<file path="src/rtl/lcd12864_pkg.sv">
// rtl/lcd12864_pkg.sv - shared types and constants for the LCD12864 command sequencer
// Contents: FSM state enums, ST7920 init command table, text row base addresses,
//           blank character code and a ms-to-clock conversion helper.
package lcd12864_pkg;

   typedef enum logic [2:0] {
      ST_PWR_WAIT,
      ST_INIT,
      ST_IDLE,
      ST_ROW_ADDR,
      ST_CHAR
   } state_t;

   typedef enum logic [1:0] {
      HS_IDLE,
      HS_REQ,
      HS_REL
   } hs_state_t;

   localparam logic [7:0] SPACE = 8'h20;

   localparam int INIT_LEN = 5;
   // function set (twice), display on, clear, entry mode increment
   localparam logic [7:0] INIT_CMDS [INIT_LEN] = '{8'h30, 8'h30, 8'h0C, 8'h01, 8'h06};

   // DDRAM start address of each text row; rows 2/3 continue rows 0/1 on the ST7920
   localparam logic [7:0] ROW_BASE [4] = '{8'h80, 8'h90, 8'h88, 8'h98};

   function automatic logic [31:0] ms_to_clk(input int ms, input int mhz);
      return 32'(ms * mhz * 1000);
   endfunction

endpackage

</file>
<file path="src/rtl/lcd12864_hs.sv">
// rtl/lcd12864_hs.sv - one-byte REQ/REL handshake towards the LCD drive, with ack timeout
// Ports: clk, rst (async, active high); start/data/rs request a byte transfer when idle;
//        done pulses one clk after the drive releases busy; err pulses on ack timeout;
//        send_en/send_data/send_rs/send_rw go to the drive, send_busy comes back from it.
import lcd12864_pkg::*;

module lcd12864_hs #(
   parameter int CLK_FRE        = 50,
   parameter int ACK_TIMEOUT_MS = 20
) (
   input  logic       clk,
   input  logic       rst,
   input  logic       start,
   input  logic [7:0] data,
   input  logic       rs,
   output logic       done,
   output logic       err,
   output logic       send_en,
   output logic [7:0] send_data,
   output logic       send_rs,
   output logic       send_rw,
   input  logic       send_busy
);

   localparam logic [31:0] ACK_CLKS = ms_to_clk(ACK_TIMEOUT_MS, CLK_FRE);

   hs_state_t   state, state_nx;
   logic        done_nx, err_nx;
   logic [31:0] cnt;

   always_ff @(posedge clk or posedge rst) begin
      if (rst) begin
         state     <= HS_IDLE;
         done      <= 1'b0;
         err       <= 1'b0;
         cnt       <= '0;
         send_data <= 8'h00;
         send_rs   <= 1'b0;
      end else begin
         state <= state_nx;
         done  <= done_nx;
         err   <= err_nx;
         // counts clocks spent in REQ; saturates rather than wrapping
         if (state != HS_REQ)
            cnt <= '0;
         else if (cnt != '1)
            cnt <= cnt + 32'd1;
         // byte is frozen at REQ entry: the drive latches it a slow tick after accepting
         if (state == HS_IDLE && start) begin
            send_data <= data;
            send_rs   <= rs;
         end
      end
   end

   always_comb begin
      state_nx = state;
      done_nx  = 1'b0;
      err_nx   = 1'b0;
      case (state)
         HS_IDLE: if (start) state_nx = HS_REQ;
         HS_REQ: begin
            if (send_busy)
               state_nx = HS_REL;
            else if (cnt >= ACK_CLKS - 32'd1) begin
               state_nx = HS_IDLE;
               err_nx   = 1'b1;
            end
         end
         HS_REL: begin
            if (!send_busy) begin
               state_nx = HS_IDLE;
               done_nx  = 1'b1;
            end
         end
         default: state_nx = HS_IDLE;
      endcase
   end

   // decoded straight from the state register so reset drops it without waiting for a clock
   assign send_en = (state == HS_REQ);
   assign send_rw = 1'b0;

endmodule

</file>
<file path="src/rtl/lcd12864_ctrl.sv">
// rtl/lcd12864_ctrl.sv - LCD12864 init and text-screen refresh sequencer
// Ports: clk, rst (async, active high); wr_en/wr_addr/wr_data write the 64-char buffer;
//        refresh_req forces a redraw; init_done/refreshing/timeout_err report status;
//        send_en/send_data/send_rs/send_rw/send_busy form the byte handshake to the drive.
import lcd12864_pkg::*;

module lcd12864_ctrl #(
   parameter int CLK_FRE        = 50,
   parameter int PWR_MS         = 50,
   parameter int ACK_TIMEOUT_MS = 20
) (
   input  logic       clk,
   input  logic       rst,
   input  logic       wr_en,
   input  logic [5:0] wr_addr,
   input  logic [7:0] wr_data,
   input  logic       refresh_req,
   output logic       init_done,
   output logic       refreshing,
   output logic       timeout_err,
   output logic       send_en,
   output logic [7:0] send_data,
   output logic       send_rs,
   output logic       send_rw,
   input  logic       send_busy
);

   localparam logic [31:0] PWR_CLKS  = ms_to_clk(PWR_MS, CLK_FRE);
   localparam logic [2:0]  INIT_LAST = 3'(INIT_LEN - 1);

   state_t      state, state_nx;
   logic [31:0] ms_cnt;
   logic [2:0]  init_idx;
   logic [1:0]  row;
   logic [3:0]  col;
   logic        dirty;
   logic        in_flight;
   logic [7:0]  char_buf [64];

   logic        hs_start, hs_rs, hs_done, hs_err;
   logic [7:0]  hs_data;

   lcd12864_hs #(
      .CLK_FRE        (CLK_FRE),
      .ACK_TIMEOUT_MS (ACK_TIMEOUT_MS)
   ) u_hs (
      .clk       (clk),
      .rst       (rst),
      .start     (hs_start),
      .data      (hs_data),
      .rs        (hs_rs),
      .done      (hs_done),
      .err       (hs_err),
      .send_en   (send_en),
      .send_data (send_data),
      .send_rs   (send_rs),
      .send_rw   (send_rw),
      .send_busy (send_busy)
   );

   // in_flight blocks a new start until done/err has been consumed, which also
   // guarantees the idle gap between consecutive transactions
   always_comb begin
      state_nx = state;
      hs_start = 1'b0;
      hs_data  = 8'h00;
      hs_rs    = 1'b0;
      case (state)
         ST_PWR_WAIT: if (ms_cnt >= PWR_CLKS - 32'd1) state_nx = ST_INIT;
         ST_INIT: begin
            hs_start = !in_flight;
            hs_data  = INIT_CMDS[init_idx];
            if (hs_done && init_idx == INIT_LAST) state_nx = ST_IDLE;
         end
         ST_IDLE: if (dirty || refresh_req) state_nx = ST_ROW_ADDR;
         ST_ROW_ADDR: begin
            hs_start = !in_flight;
            hs_data  = ROW_BASE[row];
            if (hs_done) state_nx = ST_CHAR;
         end
         ST_CHAR: begin
            hs_start = !in_flight;
            hs_data  = char_buf[{row, col}];
            hs_rs    = 1'b1;
            if (hs_done && col == 4'd15)
               state_nx = (row == 2'd3) ? ST_IDLE : ST_ROW_ADDR;
         end
         default: state_nx = ST_PWR_WAIT;
      endcase
      if (hs_err) state_nx = ST_PWR_WAIT;
   end

   always_ff @(posedge clk or posedge rst) begin
      if (rst) begin
         state       <= ST_PWR_WAIT;
         ms_cnt      <= '0;
         init_idx    <= '0;
         row         <= '0;
         col         <= '0;
         dirty       <= 1'b1;
         in_flight   <= 1'b0;
         init_done   <= 1'b0;
         refreshing  <= 1'b0;
         timeout_err <= 1'b0;
         for (int i = 0; i < 64; i++) char_buf[i] <= SPACE;
      end else begin
         state <= state_nx;

         if (wr_en) char_buf[wr_addr] <= wr_data;

         if (hs_start)
            in_flight <= 1'b1;
         else if (hs_done || hs_err)
            in_flight <= 1'b0;

         if (state == ST_PWR_WAIT && state_nx == ST_PWR_WAIT) begin
            if (ms_cnt != '1) ms_cnt <= ms_cnt + 32'd1;
         end else begin
            ms_cnt <= '0;
         end

         case (state)
            ST_INIT: begin
               if (hs_done) begin
                  if (init_idx == INIT_LAST) begin
                     init_idx  <= '0;
                     init_done <= 1'b1;
                  end else begin
                     init_idx <= init_idx + 3'd1;
                  end
               end
            end
            ST_IDLE: begin
               if (dirty || refresh_req) begin
                  dirty      <= 1'b0;
                  refreshing <= 1'b1;
                  row        <= '0;
               end
            end
            ST_ROW_ADDR: if (hs_done) col <= '0;
            ST_CHAR: begin
               if (hs_done) begin
                  if (col == 4'd15) begin
                     col <= '0;
                     if (row == 2'd3)
                        refreshing <= 1'b0;
                     else
                        row <= row + 2'd1;
                  end else begin
                     col <= col + 4'd1;
                  end
               end
            end
            default: ;
         endcase

         // placed after the IDLE clear so a same-clk write or request keeps dirty set
         if (refresh_req && state != ST_IDLE) dirty <= 1'b1;
         if (wr_en) dirty <= 1'b1;

         // abandon the pass and rerun the whole power-up; the screen is redrawn afterwards
         if (hs_err) begin
            timeout_err <= 1'b1;
            init_done   <= 1'b0;
            refreshing  <= 1'b0;
            init_idx    <= '0;
            row         <= '0;
            col         <= '0;
            dirty       <= 1'b1;
         end
      end
   end

endmodule

</file>
<file path="config.mk">
export PLATFORM = sky130hd
export DESIGN_NAME = lcd12864_ctrl
export DESIGN_NICKNAME = d
export VERILOG_FILES = /design/src/rtl/lcd12864_pkg.sv /design/src/rtl/lcd12864_hs.sv /design/src/rtl/lcd12864_ctrl.sv
export SDC_FILE = /design/constraint.sdc
export NUM_CORES = 1
export LEC_CHECK = 0
export ABC_AREA = 1
export ABC_CLOCK_PERIOD_IN_PS = 23300
export BUFFER_PORTS_ARGS = -buffer_cell sky130_fd_sc_hd__buf_2
export CAP_MARGIN = 20
export CORE_UTILIZATION = 45
export CTS_BUF_LIST = sky130_fd_sc_hd__clkbuf_16
export DETAILED_ROUTE_END_ITERATION = 16
export SKIP_LAST_GASP = 1
export SLEW_MARGIN = 20
export SYNTH_ARGS = -nofsm -noshare
export SYNTH_HDL_FRONTEND = slang
export SYNTH_HIERARCHICAL = 1
export SYNTH_SLANG_ARGS = --single-unit
export TNS_END_PERCENT = 5
</file>
<file path="constraint.sdc">
create_clock -name clk -period 23.3 [get_ports clk]
set_input_delay 1.165 -clock clk [delete_from_list [all_inputs] [get_ports clk]]
set_output_delay 1.165 -clock clk [all_outputs]
set_load 0.05 [all_outputs]
</file>
==> impl_metrics.yaml, run 1 <==
placement:
  placement.cell_area_mm2: 0.0301
  dp_cells: 4562
  detailedPlacementHpwl_mm: 53.3
  port_buffers: 31
  routability_driven_placement_congestion_ratio: 0.895
global_routing:
  globalRoute.totalOverflow: 0
  groute.layer.met3.usage_pct: 3.74
  grt_busiest_layer: "met2"
  grtUsageTotal_pct: 26.3
  grt_util_met1_pct: 38.2
  grt_pass1_wl_mm: 138
  antenna_found_initial: 6
  vias_in_the_first_global_route: 23409
  pin_count_of_the_biggest_net_entering_global_routing: 168
  met2_usage_pct: 41.1
floorplan:
  die_width_um: 258
  design.portCount: 33
  core-area_mm2: 0.0647
  dieArea_mm2: 0.0667
  row_count: 93
  initial_utilization_pct: 45.6
  dieHeight_um: 258
power:
  cellLeakagePower_nw: 15.3
  power-per-cell-area_mw_per_mm2: 80.3
  irDropWorstVdd_uv: 60.1
flow_run:
  drv_cap: 0
clocking:
  cts.reportedPaths.clkPinSlew_ns: 0.06
  clockBufferDepth: 3
  tritoncts: "done"
  clock_sink_count: 606
  cts.root.buffer_cell: "clkbuf_16"
  cts_resized: 0
  cts_max_level: 3
  cts_hold_buf: 0
  post_cts_buffers: 0
  cts_made_buffers: 69
  clkLatencyLatePin_ns: 0.63
yosys:
  count_of_state_elements_after_synthesis: 606
  postSynthNetCount: 3899
  synthDominantAreaCellType: "dfrtp_1"
  synth_area_mm2: 0.0295
  post_synth_num_cell_types: 45
  yosysWarnings: 6
  post_synth.cell_area_avg_um2: 7.63
  synth_flop_cell: "dfrtp_1"
  synth_edf_count: 0
  synth-async-reset-ratio_pct: 100
  gate_count_after_technology_mapping: 3872
  post-synth-top-area-fraction_pct: 45.8
  ys_top_cells_by_count: "nand2_1 (1529), dfrtp_1 (541), o21ai_0 (470)"
  netlist_top_cells_area: "dfrtp_1 (46%), nand2_1 (19%), o21ai_0 (8.0%), dfstp_2 (5.8%), nand3_1 (5.3%)"
  synth.yosys.seq_area_share_pct: 51.6
  post-synth-top-count-cell: "nand2_1"
worst_setup_path:
  worst_path_maximum_fanout: 41
  crit_path_start_kind: "register"
  worst_ep_required_ns: 23.87
  timing.critical_path.arrival_ns: 4.36
  endpoint_kind: "register"
  r2r.worst_path.cells: 14
  worstSetupPathType: "register to register"
drt:
  routed_via_density: 5.32
  final_antenna_net_count: 0
  first_pass_iters: 5
  drc: 0
  post_drt_wl_per_cell_um: 18.4
  drt_wl_total_mm: 86.5
  num_vias: 24972
  initial_detailed_routing_violation_count: 2082
timing:
  report.final.slew_viol_count: 0
  timing_worst_slew_pin_value_ns: 1.08
  final.min_clock_period_ns: 3.79
  setup_total_negative_slack_ns: 0
  finalHoldViolCount: 0
  worst_clock_skew_ns: 0.0322
  timing.final.crit_share_pct: 16.3
  max_slew_margin_pct: 28.0
  setup_viol_count_final: 0
  rsz_0062_raised_after_global_routing: "false"
  achievable-frequency_mhz: 264
finish:
  filler_cell_count: 6456
  finalInstanceArea_mm2: 0.0323
  final_core_util_pct: 50.0
  multi_input_area_mm2: 0.0127
  layout.nets: 3805
  layout-drive-gt1-share_pct: 8.01
  syn2layout_area_growth_pct: 9.51
  area.sequential_mm2: 0.0153
  post_layout_nonfiller_instances: 4693
status:
  status: "finished clean"
worst_hold_path:
  hold_path_depth: 1
  holdCritPathClass: "register to register"
==> flip-flops by register name, indices dropped and copies added, names as in the netlist, 2 cells and up <==
signal and flops:
row 2, state 3, ms_cnt 32, col 4, init_idx 3, u_hs/state 2, char_buf 512, u_hs/cnt 32
u_hs/send_data 8
==> cell type report <==
cell class                      count  share of cell area [%]
Timing Repair Buffer               60                    1.23
Clock inverter                     53                    1.21
Sequential cell                   606                    47.2
Tap cell                          855                    3.31
Multi-Input combinational cell   2866                    39.3
Clock buffer                       73                    5.65
Inverter                          175                    2.09
Antenna cell                        5                  0.0387
==> metal layers <==
metal,wire [um],vias up
met5,36,-
met4,2020,6
met3,5000,137
met2,39300,643
met1,40200,11918
li1,-,12268
==> stage by stage <==
step / setup WS, ns / total power [W] / hold slack, ns
2_1_floorplan: 6.55 / 0.00145 / 0.445
3_3_place_gp: 19.39 / 0.00153 / 0.455
3_5_place_dp: 19.40 / 0.00153 / 0.454
4_1_cts: 19.60 / 0.00261 / 0.471
5_1_grt: 19.36 / 0.00271 / 0.498
6_report: 19.51 / 0.00260 / 0.471
==> worst max-delay path, cell delays in order, from the launching register on <==
cell and delay, ns:
dfrtp_2 0.33, buf_4 0.40, buf_4 0.60, clkinv_2 0.66, buf_4 0.49, nand3_1 0.15
nand3_1 0.08, nand3_1 0.18, nand2_1 0.10, nand2_1 0.10, nand2_1 0.09, nand3_1 0.12
nand3_1 0.11, nand2_1 0.07, mux2_2 0.14
==> cell usage in the layout (no fill, tap or decap), types with 11 or more instances in the layout <==
cell type     n
nand4_1      20
nor2_4       11
dfstp_2      65
clkinv_1     14
nor2_1      251
buf_4        27
a21oi_1     118
clkbuf_16    73
clkinv_2     13
nor3_1       25
xor2_1       15
inv_2        19
or2_2        12
buf_2        31
inv_1       167
dfrtp_1     539
nand3_1     315
nand2_1    1529
o21ai_0     470
==> report_power, final <==
part           internal (W)  leakage (nW)  total, W  switching, W
combinational     0.0000932          6.32  0.000257      0.000164
clock              0.000622          1.14   0.00108      0.000457
sequential          0.00119          7.86   0.00126     0.0000686
total               0.00191          15.3   0.00260      0.000690
==> cell families after synthesis <==
group,Yosys count,synth area share (%)
and+or+nand+nor,2197,30.7
buffers and inverters,400,5.35
other,1,0.0127
muxes,19,0.682
DFF,606,51.6
xor gates and xnor gates,16,0.475
AOI/OAI and AO/OA,625,10.8
adders and majority gates,8,0.339
==> path summary, 6_finish.rpt <==
| kind | from | to | slack [ns] |
|---|---|---|---|
| max in group asynchronous | rst | char_buf[106]$_DFFE_PP0P_ | 20.19 |
| worst max register to register | col[1]$_DFFE_PP0P_ | u_hs/send_data[3]$_DFFE_PP0P_ | 19.51 |
| min in group asynchronous | rst | ms_cnt[23]$_DFFE_PP0P_ | 0.74 |
| worst max-delay path | col[1]$_DFFE_PP0P_ | u_hs/send_data[3]$_DFFE_PP0P_ | 19.51 |
| worst min register to register | timeout_err$_DFFE_PP0P_ | timeout_err$_DFFE_PP0P_ | 0.47 |
| worst min-delay path | timeout_err$_DFFE_PP0P_ | timeout_err$_DFFE_PP0P_ | 0.47 |
No activity file was read; power rests on OpenSTA's default activity.
==> inputs of run 2 (changes only) <==
Settings changed: ABC_CLOCK_PERIOD_IN_PS 23300 to 3750.
Clock period 23.3 ns to 3.75 ns, I/O delays scaled along.
==> run 2 against run 1 <==
  * Global-route usage grew 0.65 points
  * Via count grew 1.2%
  * Largest cell class unchanged
  * First-iteration DRC count grew 13%
  * Combinational power grew to 6.4 times the previous value
  * Critical path depth shrank 4
  * Cell count grew 0.45%
==> impl_metrics.yaml, run 2 (synthesis gave the netlist of run 1 again) <==
worst_setup_path:
  crit_path_start_kind: "register"
  worst_path_maximum_fanout: 59
  endpoint_kind: "register"
  worst_ep_required_ns: 4.31
  timing.critical_path.arrival_ns: 3.34
  worstSetupPathType: "register to register"
timing:
  rsz_0062_raised_after_global_routing: "false"
  timing_worst_slew_pin_value_ns: 1.13
  max_slew_margin_pct: 24.2
  final.min_clock_period_ns: 2.78
  worst_clock_skew_ns: 0.0275
  timing.final.crit_share_pct: 74.1
  finalHoldViolCount: 0
  setup_viol_count_final: 0
  report.final.slew_viol_count: 0
  achievable-frequency_mhz: 360
finish:
  largest_register_ff_count: 512
  layout-drive-gt1-share_pct: 8.22
  syn2layout_area_growth_pct: 10.4
  layout.nets: 3826
  final_common_cell: "nand2_1"
  final_core_util_pct: 50.4
  largestRegisters: "char_buf (512), ms_cnt (32), u_hs/cnt (32)"
  leading_cell_types_in_the_layout_fill_and_taps_excluded: "nand2_1 (1529), dfrtp_1 (539), o21ai_0 (470)"
  registers.top_by_ff_count: "char_buf"
placement:
  routability_driven_placement_congestion_ratio: 0.896
  detailedPlacementHpwl_mm: 55.9
  port_buffers: 31
power:
  pwr-share-clk_pct: 41.3
  total_power_w: 0.0161
  p_sw_w: 0.00429
  irDropWorstVdd_uv: 352
  switching_share_pct: 26.6
  power.combinational.fraction_pct: 10.2
  power-per-cell-area_mw_per_mm2: 494
  cell_internal_pwr_w: 0.0118
  p_seq_share_pct: 48.5
  cellLeakagePower_nw: 15.5
clocking:
  cts.root.buffer_cell: "clkbuf_16"
  cts_max_level: 3
  cts_made_buffers: 70
  cts.reportedPaths.clkPinSlew_ns: 0.06
  tritoncts: "done"
  cts_resized: 0
  cts_hold_buf: 11
  clockBufferDepth: 3
  clock_sink_count: 606
  clkLatencyLatePin_ns: 0.62
  post_cts_buffers: 0
global_routing:
  grt_pass1_wl_mm: 141
  vias_in_the_first_global_route: 24008
  globalRoute.totalOverflow: 0
  antenna_found_initial: 5
  grt_util_met1_pct: 39.2
  grt_busiest_layer: "met2"
  grtUsageTotal_pct: 27.0
  met2_usage_pct: 40.9
  groute.layer.met3.usage_pct: 4.10
  pin_count_of_the_biggest_net_entering_global_routing: 162
drt:
  initial_detailed_routing_violation_count: 2361
  num_vias: 25279
  first_pass_iters: 6
  post_drt_wl_per_cell_um: 18.7
  drt_wl_total_mm: 88.2
  drc: 0
  routed_via_density: 5.36
  final_antenna_net_count: 0
floorplan:
  core-area_mm2: 0.0647
  dieHeight_um: 258
  design.portCount: 33
  die_width_um: 258
  row_count: 93
  dieArea_mm2: 0.0667
  initial_utilization_pct: 45.6
worst_hold_path:
  holdCritPathClass: "input port to register"
status:
  status: "finished clean"
flow_run:
  drv_cap: 0
## run 2: changes by cell type in the layout (fill, tap and decap cells not counted), moves of 2 or more
cell | previous run | this run
dlygate4sd3_1 | 0 | 11
buf_12 | 2 | 10
clkinv_2 | 13 | 16
clkinv_8 | 2 | 0
clkinvlp_4 | 5 | 3
diode_2 | 5 | 3
inv_1 | 167 | 169
## run 2: worst paths after layout
path / cells after the start / startpoint / slack, ns / endpoint
worst max-delay path: 10 / col[1]$_DFFE_PP0P_ / 0.97 / u_hs/send_data[7]$_DFFE_PP0P_
min in group asynchronous: 3 / rst / 0.18 / char_buf[238]$_DFFE_PP0P_
max in group asynchronous: 5 / rst / 2.36 / char_buf[397]$_DFFE_PP1P_
worst min-delay path: 3 / wr_en / 0.07 / dirty$_DFFE_PP1P_
worst max register to register: 10 / col[1]$_DFFE_PP0P_ / 0.97 / u_hs/send_data[7]$_DFFE_PP0P_
worst min register to register: 1 / timeout_err$_DFFE_PP0P_ / 0.45 / timeout_err$_DFFE_PP0P_
## run 2: area by class of cell
cell class                      instances  area (um2)
Fill cell                            6441       32100
Sequential cell                       606       15300
Multi-Input combinational cell       2866       12700
Clock buffer                           73        1830
Tap cell                              855        1070
Timing Repair Buffer                   80         676
Inverter                              175         672
Clock inverter                         56         373
Antenna cell                            3        7.51
## run 2: power groups by stage
stage / clock network, W / logic, W / registers (W)
2_1_floorplan: 0 / 0.00120 / 0.00782
3_3_place_gp: 0 / 0.00160 / 0.00789
3_5_place_dp: 0 / 0.00165 / 0.00790
4_1_cts: 0.00676 / 0.00166 / 0.00780
5_1_grt: 0.00703 / 0.00191 / 0.00790
6_report: 0.00664 / 0.00164 / 0.00781
## run 2: critical path: stages (launching register included)
cell     delay [ns]
dfrtp_2        0.54
buf_4          0.75
o21ai_0        0.19
o21ai_0        0.44
nand2_1        0.11
nand2_1        0.10
nand3_1        0.11
nand3_1        0.17
nand3_1        0.09
nand2_1        0.06
mux2_2         0.14
## run 2: through the flow
stage | worst slack [ns] | std cells | area (um2) | hold WS (ns) | setup TNS (ns)
finish | 0.972 | 4714 | 32600 | 0.0668 | 0
CTS | 1.03 | 4711 | 32600 | 0.0266 | 0
detailed placement | 1.04 | 4571 | 30300 | 0.251 | 0
global placement | 1.06 | 4570 | 30200 | 0.257 | 0
global route | 0.803 | 4711 | 32600 | 0.0509 | 0
floorplan | -4.02 | 3872 | 29500 | 0.254 | -2118.06
## run 2: metal layers
layer  vias to the layer above  routed length [um]  share of wire, %
met5                         -                  27             0.031
met4                         4                3140               3.6
met3                       174                5460               6.2
met2                       805               39100                44
met1                     11977               40500                46
li1                      12319                   -                 -
==> inputs of run 3 (changes only) <==
Settings changed: ABC_AREA 1 to 0, ABC_CLOCK_PERIOD_IN_PS 3750 to 2300.
Clock period 3.75 ns to 2.3 ns, I/O delays scaled along.
==> run 3 against run 2 <==
  * The run now ends with setup timing left
  * Clock-buffer cell count down 2
  * Sequential power increased by 65%
  * Flip-flop and latch count unchanged
  * Critical path depth is 1 lower
  * Worst hold slack got worse by 0.014 ns
  * Die area shrank 2.5%
  * Sequential share of layout area down 1.3 points
  * Largest cell class unchanged
  * Highest routed layer unchanged
==> impl_metrics.yaml, run 3 <==
power:
  power-per-cell-area_mw_per_mm2: 801
  p_sw_w: 0.00688
  cell_internal_pwr_w: 0.0200
  cellLeakagePower_nw: 14.9
  switching_share_pct: 25.6
  p_seq_share_pct: 47.9
  power.combinational.fraction_pct: 13.3
  irDropWorstVdd_uv: 464
  pwr-share-clk_pct: 38.8
global_routing:
  vias_in_the_first_global_route: 18970
  grt_pass1_wl_mm: 117
  globalRoute.totalOverflow: 0
  grtUsageTotal_pct: 24.0
  pin_count_of_the_biggest_net_entering_global_routing: 104
  antenna_found_initial: 4
clocking:
  cts.reportedPaths.clkPinSlew_ns: 0.06
  cts_max_level: 3
  cts_made_buffers: 69
  clkLatencyLatePin_ns: 0.60
  clock_sink_count: 606
  cts.root.buffer_cell: "clkbuf_16"
  tritoncts: "done"
  clockBufferDepth: 3
finish:
  syn2layout_area_growth_pct: 16.5
  largest_register_ff_count: 512
  final_common_cell: "dfrtp_1"
  finalInstanceArea_mm2: 0.0335
  leading_cell_types_in_the_layout_fill_and_taps_excluded: "dfrtp_1 (538), mux2_2 (525), buf_4 (171)"
  registers.top_by_ff_count: "char_buf"
  layout-drive-gt1-share_pct: 47.1
  final_core_util_pct: 53.2
  layout.nets: 2281
  filler_cell_count: 5338
  largestRegisters: "char_buf (512), ms_cnt (32), u_hs/cnt (32)"
  antenna_cells_inserted: 0
timing:
  max_slew_margin_pct: 32.8
  timing_worst_slew_pin_value_ns: 1.01
  finalHoldViolCount: 0
  setup_viol_count_final: 8
  final.min_clock_period_ns: 2.61
  final.hold.worst_slack_ns: 0.0523
  post-route-worst-setup-slack_ns: -0.314
  worst_clock_skew_ns: 0.0210
  report.final.slew_viol_count: 0
  timing.final.crit_share_pct: 114
  rsz_0062_raised_after_global_routing: "true"
  achievable-frequency_mhz: 382
flow_run:
  drv_cap: 0
floorplan:
  design.portCount: 33
  row_count: 92
  initial_utilization_pct: 45.6
  dieArea_mm2: 0.0650
  dieHeight_um: 255
  die_width_um: 255
  core-area_mm2: 0.0631
drt:
  routed_via_density: 5.81
  initial_detailed_routing_violation_count: 1229
  first_pass_iters: 5
  drt_wl_total_mm: 75.3
  drc: 0
  post_drt_wl_per_cell_um: 23.9
  final_antenna_net_count: 0
  num_vias: 18293
yosys:
  synth-async-reset-ratio_pct: 100
  postSynthNetCount: 2114
  synth.yosys.seq_area_share_pct: 53.0
  post-synth-top-count-cell: "dfrtp_1"
  count_of_state_elements_after_synthesis: 606
  synth_area_mm2: 0.0288
  synthDominantAreaCellType: "dfrtp_1"
  post_synth_num_cell_types: 66
  synth_flop_cell: "dfrtp_1"
  gate_count_after_technology_mapping: 2087
  yosysWarnings: 6
  ys_top_cells_by_count: "dfrtp_1 (541), mux2_2 (525), mux4_2 (123)"
  synth_edf_count: 0
  netlist_top_cells_area: "dfrtp_1 (47%), mux2_2 (21%), mux4_2 (9.6%), dfstp_2 (5.9%), mux2i_1 (1.4%)"
  post-synth-top-area-fraction_pct: 47.0
  post_synth.cell_area_avg_um2: 13.8
placement:
  routability_driven_placement_congestion_ratio: 0.859
  port_buffers: 31
  detailedPlacementHpwl_mm: 51.3
  placement.cell_area_mm2: 0.0312
status:
  status: "finished with violations"
  violations: "setup timing"
worst_setup_path:
  worstSetupPathType: "register to register"
  timing.critical_path.arrival_ns: 3.09
  worst_ep_required_ns: 2.77
  endpoint_kind: "register"
  worst_path_maximum_fanout: 14
  crit_path_start_kind: "register"
worst_hold_path:
  holdCritPathClass: "input port to asynchronous set/reset pin"
[run 3: changes by cell type after synthesis, moves of 22 or more]
cell / before / now
clkbuf_1: 174 / 84
nand2_1: 1529 / 99
a21oi_1: 118 / 39
mux4_2: 0 / 123
inv_1: 161 / 19
nand3_1: 315 / 36
xnor2_1: 1 / 24
o21ai_0: 470 / 19
mux2_2: 9 / 525
a22oi_1: 0 / 22
nor2_1: 252 / 96
mux2i_1: 10 / 39
[run 3: final timing paths]
path	startpoint	end	slack (ns)	cells after the start
worst max-delay path	col[0]$_DFFE_PP0P_	u_hs/send_data[1]$_DFFE_PP0P_	-0.31	9
worst min-delay path	rst	u_hs/cnt[7]$_DFFE_PP0P_	0.05	3
worst max register to register	col[0]$_DFFE_PP0P_	u_hs/send_data[1]$_DFFE_PP0P_	-0.31	9
worst min register to register	timeout_err$_DFFE_PP0P_	timeout_err$_DFFE_PP0P_	0.48	1
max in group asynchronous	rst	char_buf[229]$_DFFE_PP1P_	1.18	5
min in group clk	wr_data[4]	char_buf[76]$_DFFE_PP0P_	0.19	2
[run 3: layout make-up]
class                      count  area (um2)  share of cell area [%]
multi-input combinational   1316       12800                    38.3
inverter                      19        75.1                   0.224
clock buffer                  71        1780                    5.30
timing repair buffer         242        2190                    6.53
sequential                   606       15300                    45.5
tap                          846        1060                    3.16
clock inverter                50         338                    1.01
[run 3: kinds of logic (layout without fill, tap and decap cells)]
family	count (synthesis)	count (layout)	share of synthesized area, %
flops	606	606	53.0
buf+inv	165	382	2.52
xor+xnor	47	47	1.43
other cells	1	1	0.0130
fa+ha+maj	8	8	0.348
compound gates	143	143	3.35
simple gates	430	430	7.85
mux	687	687	31.5
[run 3: critical path, cell delays in order, from the launching register on]
cell and delay (ns):
dfrtp_4 0.48, buf_12 0.21, buf_4 0.14, mux4_2 0.47, mux2i_1 0.24, a221oi_1 0.18
a22oi_2 0.24, buf_4 0.16, o211ai_1 0.07, mux2_2 0.27
[run 3: repair_timing]
action	in CTS	in global routing
setup endpoints to repair	9	45
endpoints found under the hold margin	178	0
setup buffers	2	11
resized for setup	3	6
hold buffers	4	0
[run 3: routing by layer]
layer | vias to the layer above | share of wire (%) | global-route usage, %
met2 | 411 | 47 | 37.8
met5 | - | 0.064 | 0.602
li1 | 8035 | - | -
met4 | 2 | 1.8 | 6.26
met3 | 89 | 5.2 | 4.30
met1 | 9756 | 46 | 34.3
[run 3: per-stage QoR]
| stage | setup TNS [ns] | instances | power, W | setup WS (ns) |
|---|---|---|---|---|
| floorplan | -2890.88 | 2087 | 0.0154 | -5.40 |
| global placement | -1.77 | 3012 | 0.0164 | -0.329 |
| detailed placement | -1.90 | 3012 | 0.0166 | -0.319 |
| global route | -4.30 | 3150 | 0.0280 | -0.347 |
| CTS | -1.90 | 3139 | 0.0271 | -0.263 |
| finish | -2.02 | 3150 | 0.0269 | -0.314 |
[run 3: power by group through the flow]
| stage | combinational [W] | clock, W | sequential, W |
|---|---|---|---|
| floorplan | 0.00246 | 0 | 0.0129 |
| global placement | 0.00344 | 0 | 0.0130 |
| detailed placement | 0.00356 | 0 | 0.0130 |
| CTS | 0.00359 | 0.0107 | 0.0129 |
| global route | 0.00385 | 0.0111 | 0.0130 |
| finish | 0.00357 | 0.0104 | 0.0129 |
